$ cat src/rtl/alu_op_sequencer.sv
// Sequences one SPARC V8 integer op at a time through an external combinational ALU, committing icc/Y and reporting traps.
// Optional macro ALU_OP_SEQUENCER_DIV0_TRAP_EN: trap divide-by-zero in EXEC instead of running the full divide.
module alu_op_sequencer #(
   parameter int MUL_CYCLES = 4,
   parameter int DIV_CYCLES = 8
) (
   input  logic        clk,
   input  logic        reset,
   input  logic        req_valid,
   output logic        req_ready,
   input  logic [5:0]  req_op,
   input  logic [31:0] req_a,
   input  logic [31:0] req_b,
   output logic [5:0]  alu_op,
   output logic [31:0] alu_a,
   output logic [31:0] alu_b,
   output logic [31:0] alu_yin,
   output logic        alu_cin,
   input  logic [31:0] alu_res,
   input  logic [31:0] alu_yout,
   input  logic        alu_n,
   input  logic        alu_z,
   input  logic        alu_v,
   input  logic        alu_c,
   input  logic        alu_trap,
   output logic        resp_valid,
   output logic [31:0] resp_result,
   output logic        resp_wr,
   output logic        resp_trap,
   output logic [1:0]  resp_trap_type,
   output logic        icc_n,
   output logic        icc_z,
   output logic        icc_v,
   output logic        icc_c,
   output logic [31:0] y_reg
);

   localparam logic [1:0] S_IDLE = 2'd0;
   localparam logic [1:0] S_EXEC = 2'd1;
   localparam logic [1:0] S_WAIT = 2'd2;
   localparam logic [1:0] S_DONE = 2'd3;
   localparam int CW = 16;

   logic [1:0]    r_state;
   logic [5:0]    r_op;
   logic [31:0]   r_a;
   logic [31:0]   r_b;
   logic [CW-1:0] r_cnt;
   logic [31:0]   r_result;
   logic [31:0]   r_y;
   logic          r_wr;
   logic [1:0]    r_trap_type;
   logic [3:0]    r_icc;

   logic w_illegal;
   logic w_mul;
   logic w_div;
   logic w_div0;
   logic w_tv;
   logic w_cc;
   logic w_mul_wait;
   logic w_div_wait;
   logic w_capture;

   assign w_illegal  = (r_op > 6'd39);
   assign w_mul      = !r_op[5] && (r_op[3:1] == 3'b101);
   assign w_div      = !r_op[5] && (r_op[3:1] == 3'b111);
   assign w_tv       = (r_op == 6'd34) || (r_op == 6'd35);
   assign w_cc       = (r_op >= 6'd16) && (r_op <= 6'd36);
   assign w_mul_wait = w_mul && (MUL_CYCLES > 1);
   assign w_div_wait = w_div && (DIV_CYCLES > 1);

`ifdef ALU_OP_SEQUENCER_DIV0_TRAP_EN
   assign w_div0 = w_div && (r_b == 32'd0);
`else
   assign w_div0 = 1'b0;
`endif

   // Result is sampled on the edge that leaves EXEC (single-cycle) or the last WAIT cycle.
   assign w_capture = ((r_state == S_EXEC) && !w_illegal && !w_div0 && !w_mul_wait && !w_div_wait)
                   || ((r_state == S_WAIT) && (r_cnt == '0));

   always_ff @(posedge clk) begin
      if (reset) begin
         r_state     <= S_IDLE;
         r_op        <= '0;
         r_a         <= '0;
         r_b         <= '0;
         r_cnt       <= '0;
         r_result    <= '0;
         r_y         <= '0;
         r_wr        <= 1'b0;
         r_trap_type <= 2'd0;
         r_icc       <= 4'b0000;
      end else begin
         case (r_state)
            S_IDLE: begin
               if (req_valid) begin
                  r_op    <= req_op;
                  r_a     <= req_a;
                  r_b     <= req_b;
                  r_state <= S_EXEC;
               end
            end
            S_EXEC: begin
               if (w_illegal) begin
                  r_trap_type <= 2'd3;
                  r_wr        <= 1'b0;
                  r_state     <= S_DONE;
               end else if (w_div0) begin
                  r_trap_type <= 2'd2;
                  r_wr        <= 1'b0;
                  r_state     <= S_DONE;
               end else if (w_mul_wait) begin
                  r_cnt   <= CW'(MUL_CYCLES - 2);
                  r_state <= S_WAIT;
               end else if (w_div_wait) begin
                  r_cnt   <= CW'(DIV_CYCLES - 2);
                  r_state <= S_WAIT;
               end else begin
                  r_state <= S_DONE;
               end
            end
            S_WAIT: begin
               if (r_cnt == '0) r_state <= S_DONE;
               else             r_cnt   <= r_cnt - 1'b1;
            end
            default: r_state <= S_IDLE;
         endcase

         if (w_capture) begin
            r_result <= alu_res;
            if (w_tv && alu_trap) begin
               r_trap_type <= 2'd1;
               r_wr        <= 1'b0;
            end else begin
               r_trap_type <= 2'd0;
               r_wr        <= 1'b1;
               if (w_cc)  r_icc <= {alu_n, alu_z, alu_v, alu_c};
               if (w_mul) r_y   <= alu_yout;
            end
         end
      end
   end

   assign req_ready      = (r_state == S_IDLE);
   assign resp_valid     = (r_state == S_DONE);
   assign resp_result    = r_result;
   assign resp_wr        = r_wr;
   assign resp_trap      = (r_trap_type != 2'd0);
   assign resp_trap_type = r_trap_type;
   assign {icc_n, icc_z, icc_v, icc_c} = r_icc;
   assign y_reg          = r_y;
   assign alu_op         = r_op;
   assign alu_a          = r_a;
   assign alu_b          = r_b;
   assign alu_yin        = r_y;
   assign alu_cin        = r_icc[0];

endmodule

$ cat config.mk
export PLATFORM = sky130hd
export DESIGN_NAME = alu_op_sequencer
export DESIGN_NICKNAME = d
export VERILOG_FILES = /design/src/rtl/alu_op_sequencer.sv
export SDC_FILE = /design/constraint.sdc
export NUM_CORES = 1
export LEC_CHECK = 0
export BUFFER_PORTS_ARGS = -buffer_cell sky130_fd_sc_hd__buf_2
export CAP_MARGIN = 40
export CORE_MARGIN = 3
export CORE_UTILIZATION = 45
export DETAILED_ROUTE_END_ITERATION = 12
export PLACE_DENSITY = 0.9
export SLEW_MARGIN = 0
export SYNTH_ARGS = -nofsm -noshare
export SYNTH_HDL_FRONTEND = slang
export SYNTH_SLANG_ARGS = --single-unit
$ cat constraint.sdc
create_clock -name clk -period 2.7 [get_ports clk]
set_input_delay 0.54 -clock clk [delete_from_list [all_inputs] [get_ports clk]]
set_output_delay 0.54 -clock clk [all_outputs]
set_load 0.005 [all_outputs]
==> flow_summary.toml, run 1 <==
[outcome]
status = "finished clean"

[grt]
grt_pass1_wl_mm = 26.4
grt_pass1_vias = 5648
antenna_found_initial = 0
grt_overflow = 0
grt_max_degree = 80
grtUsageTotal_pct = 21.7

[timing]
finalMaxSlewViolations = 0
hold_viol = 0
skew_ns = 0.00662
slew_headroom_pct = 46.6
fmax_mhz = 400
worst_slew_pin_slew_ns = 0.801
setup_tns_ns = 0
fin_crit_ns = 2.50
rsz0062_at_grt = "false"
post-route-period-util_pct = 92.5
worst_hold_slack_ns = 0.358
finalSetupViolCount = 0

[place]
io_buffers = 318
dp_hpwl_mm = 12.8
place.gp.congestion = 0.818

[worst_setup_path]
crit_path_max_incr_delay_ns = 0.64
worstSetupStartpoint = "r_cnt[0]$_SDFFE_PP0P_"
end_kind = "flip-flop"
reg2reg_to = "resp_result[11]$_SDFFE_PP0P_"
crit_chain = "inv_1, ha_1, or4b_2, or4_4, o21ai_4, buf_12, nand2_1, a21oi_1"
ff2ff_path_depth = 8
path_max_fanout = 24
arrival_ns = 2.82
crit_type = "reg -> reg"
start_kind = "flip-flop"
cp.depth = 8
critPathBufInv = 2
reg2reg_from = "r_cnt[0]$_SDFFE_PP0P_"
cpMaxStageDelayCell = "or4b_2"
cp.required_ns = 3.02
cp-endpoint = "resp_result[11]$_SDFFE_PP0P_"
crit_family = "simple AND/OR/NAND/NOR gates"
r2r_slack_ns = 0.20

[clock_tree]
clk_pin_slew_worst_paths_ns = 0.06
cts_max_level = 4
cts_resized = 0
cts_hold_buf = 0
cts_setup_buffers = 0
clock_latency_ns = 0.41
cts_max_path_buffers = 2
cts_tree = "yes"
cts_buffers = 17
clock_tree.root_cell = "clkbuf_16"
clock-sinks = 159

[yosys]
async_flop_share_pct = 0
synth.most_common_cell = "nand2_1"
synth_seq_area_share_pct = 50.9
synth_commonest_cells = "nand2_1, dfxtp_1, a21oi_1, clkbuf_1, buf_4"
synthFlopType = "dfxtp_1"
yosysTopAreaCell = "dfxtp_1"
netlist.area_leader.share_pct = 50.9
synth.avg_cell_area_um2 = 7.96
yosys-top-cells-area = "dfxtp_1, nand2_1, a21oi_1"
synthCells = 786
synth_nets = 935
syn_area_um2 = 6260
ys_seq_elements = 159
synth_cell_types = 46
synth_edf_count = 0
yosys_warnings = 0

[power]
internal-power_mw = 5.62
p_leak_nw = 3.93
seq_power_share_pct = 36.2
power_density_nw_per_um2 = 1030
power_frac_clock_pct = 29.1
netSwitchingFraction_pct = 35.0
p_switching_mw = 3.02
pwr-share-comb_pct = 34.7
peakVddDrop_mv = 0.741

[die]
die-height_um = 124
initial_core_util_pct = 46.7
io_pins = 319
core_um2 = 13400
std_cell_rows = 42
dieArea_um2 = 15400
fp.dieW_um = 124

[route]
drtIter0Drc = 330
routed_wl_mm = 17.5
drt_pass1_iterations = 6
vias = 6189
wl_per_cell_um = 14.1
viasPerCell = 4.99
postRouteAntennaNets = 0
detail_route.drc_violations = 0

[cells_and_area]
nets = 1202
diodes = 0
areaGrowthSynthToFinish_pct = 33.8
drive_above_1_share_pct = 35.5

[run]
maxCapViolations = 0

[worst_hold_path]
hold_class = "in -> reg"
## flip-flops by register name, summed over array words and instances (netlist names)
| name | flops |
|---|---|
| r_state | 2 |
| alu_yin | 32 |
| resp_wr | 1 |
| r_cnt | 16 |
| alu_a | 32 |
| r_icc | 4 |
| resp_trap_type | 2 |
| resp_result | 32 |
| alu_b | 32 |
| alu_op | 6 |
## layout make-up
cell class	instances	area (µm²)
Timing Repair Buffer	330	1730
Fill cell	1126	5030
Inverter	11	41.3
Clock buffer	21	460
Sequential cell	159	3180
Multi-Input combinational cell	534	2570
Clock inverter	9	159
Tap cell	176	220
## power by group through the flow
| stage | combinational (mW) | clock (mW) | sequential (mW) |
|---|---|---|---|
| floorplan | 2.02 | 0 | 3.16 |
| global placement | 2.89 | 0 | 3.15 |
| detailed placement | 2.98 | 0 | 3.17 |
| CTS | 3.00 | 2.56 | 3.12 |
| global route | 3.34 | 2.65 | 3.20 |
| finish | 2.99 | 2.52 | 3.13 |
## cells by family after synthesis
family,after synthesis,share of synthesized area [%]
flip-flops,159,50.9
AND/OR/NAND/NOR,335,22.2
adder cells (fa/ha/maj),7,1.40
AO/OA/AOI/OAI,182,15.9
XOR/XNOR,4,0.560
multiplexers,6,0.960
buffers and inverters,93,8.12
## worst register-to-register path, stage by stage, from the launching register on
cell and delay, ns:
dfxtp_1 0.33, inv_1 0.10, ha_1 0.15, or4b_2 0.64, or4_4 0.54, o21ai_4 0.21
buf_12 0.18, nand2_1 0.08, a21oi_1 0.18
## per-stage QoR
stage / total power, mW / setup slack [ns] / cell area, µm² / util [%] / instances
2_1_floorplan: 5.18 / 0.334 / 6260 / - / 786
3_3_place_gp: 6.03 / 0.312 / 7750 / 57.9 / 1210
3_5_place_dp: 6.14 / 0.250 / 7750 / 57.9 / 1210
4_1_cts: 8.68 / 0.238 / 8370 / 62.5 / 1240
5_1_grt: 9.19 / 0.0480 / 8370 / 62.5 / 1240
6_report: 8.64 / 0.203 / 8370 / 62.5 / 1240
## placed cells by master (no fill, tap or decap), types with 2 or more instances in the layout
| cell | Yosys | final |
|---|---|---|
| a2111oi_0 | 2 | 2 |
| a21oi_1 | 145 | 145 |
| a21oi_2 | 5 | 5 |
| and3_1 | 2 | 2 |
| buf_12 | 0 | 4 |
| buf_2 | 4 | 317 |
| buf_4 | 33 | 9 |
| bufinv_16 | 0 | 4 |
| clkbuf_1 | 40 | 2 |
| clkbuf_16 | 0 | 17 |
| clkbuf_8 | 0 | 2 |
| clkinv_1 | 2 | 2 |
| clkinv_4 | 0 | 2 |
| dfxtp_1 | 159 | 159 |
| ha_1 | 7 | 7 |
| inv_1 | 9 | 9 |
| mux2i_1 | 6 | 6 |
| nand2_1 | 280 | 279 |
| nor2_1 | 17 | 17 |
| nor2b_1 | 2 | 2 |
| nor3_1 | 6 | 6 |
| o2111ai_1 | 2 | 2 |
| o211ai_1 | 2 | 2 |
| o21ai_0 | 14 | 14 |
| o31ai_1 | 5 | 5 |
| or2_2 | 4 | 4 |
| or3_1 | 5 | 5 |
| or4_1 | 4 | 4 |
| or4_2 | 2 | 2 |
| xor2_1 | 4 | 4 |
## how the worst min path moves through the flow
stage | to | start | slack, ns | depth (start not counted)
2_1_floorplan | r_cnt[8]$_SDFFE_PP0P_ | r_cnt[8]$_SDFFE_PP0P_ | 0.45 | 2
3_3_place_gp | resp_result[25]$_SDFFE_PP0P_ | resp_result[25]$_SDFFE_PP0P_ | 0.43 | 2
3_5_place_dp | resp_result[24]$_SDFFE_PP0P_ | resp_result[24]$_SDFFE_PP0P_ | 0.44 | 2
4_1_cts | alu_a[0]$_SDFFE_PP0P_ | req_a[0] | 0.34 | 3
5_1_grt | alu_a[31]$_SDFFE_PP0P_ | req_a[31] | 0.35 | 3
6_report | alu_a[13]$_SDFFE_PP0P_ | req_a[13] | 0.36 | 3
## per-layer routing
| metal | vias to the layer above | part of all wire (%) | track usage (%) |
|---|---|---|---|
| met5 | - | 0 | 0 |
| met4 | 0 | 1.4 | 8.35 |
| met3 | 21 | 7.4 | 6.63 |
| met2 | 216 | 53 | 38.7 |
| met1 | 2870 | 38 | 24.2 |
| li1 | 3082 | - | - |
(Power assumes the default switching activity.)
==> run 2, diff against run 1 <==
ABC_AREA = 1   (was unset)
CAP_MARGIN = unset   (was 40)
CORE_ASPECT_RATIO = 1.75   (was unset)
CORE_UTILIZATION = 46   (was 45)
PLACE_DENSITY = 0.91   (was 0.9)
==> flow_summary.toml, run 2 <==
[outcome]
status = "finished clean"

[yosys]
synth.avg_cell_area_um2 = 7.54
synth_seq_area_share_pct = 48.5
netlist.area_leader.share_pct = 48.5
async_flop_share_pct = 0
yosysTopAreaCell = "dfxtp_1"
syn_area_um2 = 6560
ys_seq_elements = 159
synth_edf_count = 0
synthFlopType = "dfxtp_1"
synth_commonest_cells = "nor2_1, dfxtp_1, nand2_1, o21ai_0, a21oi_1"
synth.most_common_cell = "nor2_1"
synth_nets = 1019
yosys_warnings = 0
yosys-top-cells-area = "dfxtp_1, nor2_1, o21ai_0"
synth_cell_types = 35
synthCells = 870

[worst_setup_path]
end_kind = "flip-flop"
crit_path_max_incr_delay_ns = 0.33
crit_chain = "inv_1, ha_1, nand2_1, nor2_4, nand3_2, nand2_4, buf_4, nand3_1, a21oi_1"
crit_type = "reg -> reg"
cp.depth = 9
reg2reg_from = "r_cnt[0]$_SDFFE_PP0P_"
start_kind = "flip-flop"
ff2ff_path_depth = 9
cp.required_ns = 3.04
arrival_ns = 2.29
critPathBufInv = 2
cpMaxStageDelayCell = "nand2_4"
r2r_slack_ns = 0.75
reg2reg_to = "alu_yin[10]$_SDFFE_PP0P_"
crit_family = "simple AND/OR/NAND/NOR gates"
path_max_fanout = 33
worstSetupStartpoint = "r_cnt[0]$_SDFFE_PP0P_"
cp-endpoint = "alu_yin[10]$_SDFFE_PP0P_"

[timing]
fmax_mhz = 512
setup_tns_ns = 0
fin_crit_ns = 1.95
final.setup.worst_slack_ns = 0.748
post-route-period-util_pct = 72.3
slew_headroom_pct = 56.0
finalMaxSlewViolations = 0
hold_viol = 0
finalSetupViolCount = 0
worst_slew_pin_slew_ns = 0.660
skew_ns = 0.0143
rsz0062_at_grt = "false"

[grt]
grt_overflow = 0
grt_pass1_vias = 6348
grt_pass1_wl_mm = 29.7
antenna_found_initial = 1
grt_max_degree = 67
grtUsageTotal_pct = 23.9

[die]
core_um2 = 13900
dieArea_um2 = 15800
initial_core_util_pct = 47.2
fp.dieW_um = 96.3
std_cell_rows = 57
io_pins = 319
die-height_um = 164

[route]
routed_wl_mm = 19.5
vias = 6708
wl_per_cell_um = 14.7
viasPerCell = 5.06
drt_pass1_iterations = 5
postRouteAntennaNets = 0
detail_route.drc_violations = 0
drtIter0Drc = 263

[cells_and_area]
final_cell_mix = "buf_2, nor2_1, dfxtp_1, o21ai_0, nand2_1"
layout_commonest_cell = "buf_2"
multi_input_area_um2 = 2780
fin_cells = 1325
diodes = 0
drive_above_1_share_pct = 34.5
fillers = 1206
nets = 1284
final_util_pct = 61.5
areaGrowthSynthToFinish_pct = 30.4
regArea_um2 = 3180

[power]
power_density_nw_per_um2 = 1110
p_leak_nw = 4.30
peakVddDrop_mv = 0.618

[place]
dpl_worst_slack_ns = 0.743
dp_cells = 1293
dp_hpwl_mm = 14.6
place.gp.congestion = 0.964
io_buffers = 318

[clock_tree]
cts_max_path_buffers = 2
cts_hold_buf = 0
cts_max_level = 4
clock_latency_ns = 0.41
cts_resized = 0
clock-sinks = 159
cts_buffers = 17
cts_setup_buffers = 0
clk_pin_slew_worst_paths_ns = 0.07
cts_tree = "yes"
clock_tree.root_cell = "clkbuf_16"

[worst_hold_path]
hold_class = "in -> reg"
hp-start = "alu_res[22]"

[run]
maxCapViolations = 0
-- run 2: layout make-up --
cell class / count / share of cell area, %
Clock buffer: 19 / 5.18
Tap cell: 177 / 2.59
Inverter: 30 / 1.32
Timing Repair Buffer: 329 / 19.9
Clock inverter: 13 / 1.42
Sequential cell: 159 / 37.2
Multi-Input combinational cell: 598 / 32.4
-- run 2: worst min-delay path by stage --
stage | to | depth (start not counted)
detailed placement | resp_wr$_SDFFE_PP0P_ | 2
global route | resp_result[10]$_SDFFE_PP0P_ | 3
global placement | r_icc[1]$_SDFFE_PP0P_ | 2
floorplan | r_cnt[15]$_SDFFE_PP0P_ | 2
CTS | resp_result[22]$_SDFFE_PP0P_ | 3
finish | resp_result[22]$_SDFFE_PP0P_ | 3
-- run 2: per-layer routing --
| metal | vias to the layer above | wire (µm) | GRT usage (%) |
|---|---|---|---|
| met4 | 2 | 545 | 9.58 |
| met5 | - | 7 | 0 |
| met1 | 3050 | 7050 | 26.0 |
| li1 | 3293 | - | - |
| met2 | 322 | 10100 | 41.9 |
| met3 | 41 | 1800 | 7.84 |
-- run 2: through the flow --
stage / cell area, µm² / power, mW / hold WS [ns]
after detailed placement: 7990 / 7.20 / 0.454
after CTS: 8560 / 9.50 / 0.335
after global routing: 8560 / 10.2 / 0.343
final: 8560 / 9.47 / 0.349
after floorplan: 6560 / 5.92 / 0.457
after global placement: 7990 / 7.08 / 0.448
-- run 2: cell families after synthesis --
family	after synthesis	synth area share, %
fa+ha+maj	7	1.33
xor+xnor	6	0.801
compound gates	162	12.9
buf+inv	113	9.28
simple gates	423	27.1
flops	159	48.5
-- run 2: tightest hold or removal path, stage by stage --
cell and delay, ns:
buf_2 0.07, nor2_1 0.03, nor2_1 0.08
-- run 2: power by group --
group          switching (mW)  internal [mW]  total (mW)
registers               0.388           3.01        3.39
clock network            1.04           1.24        2.28
logic                    2.38           1.41        3.79
total                    3.81           5.66        9.47
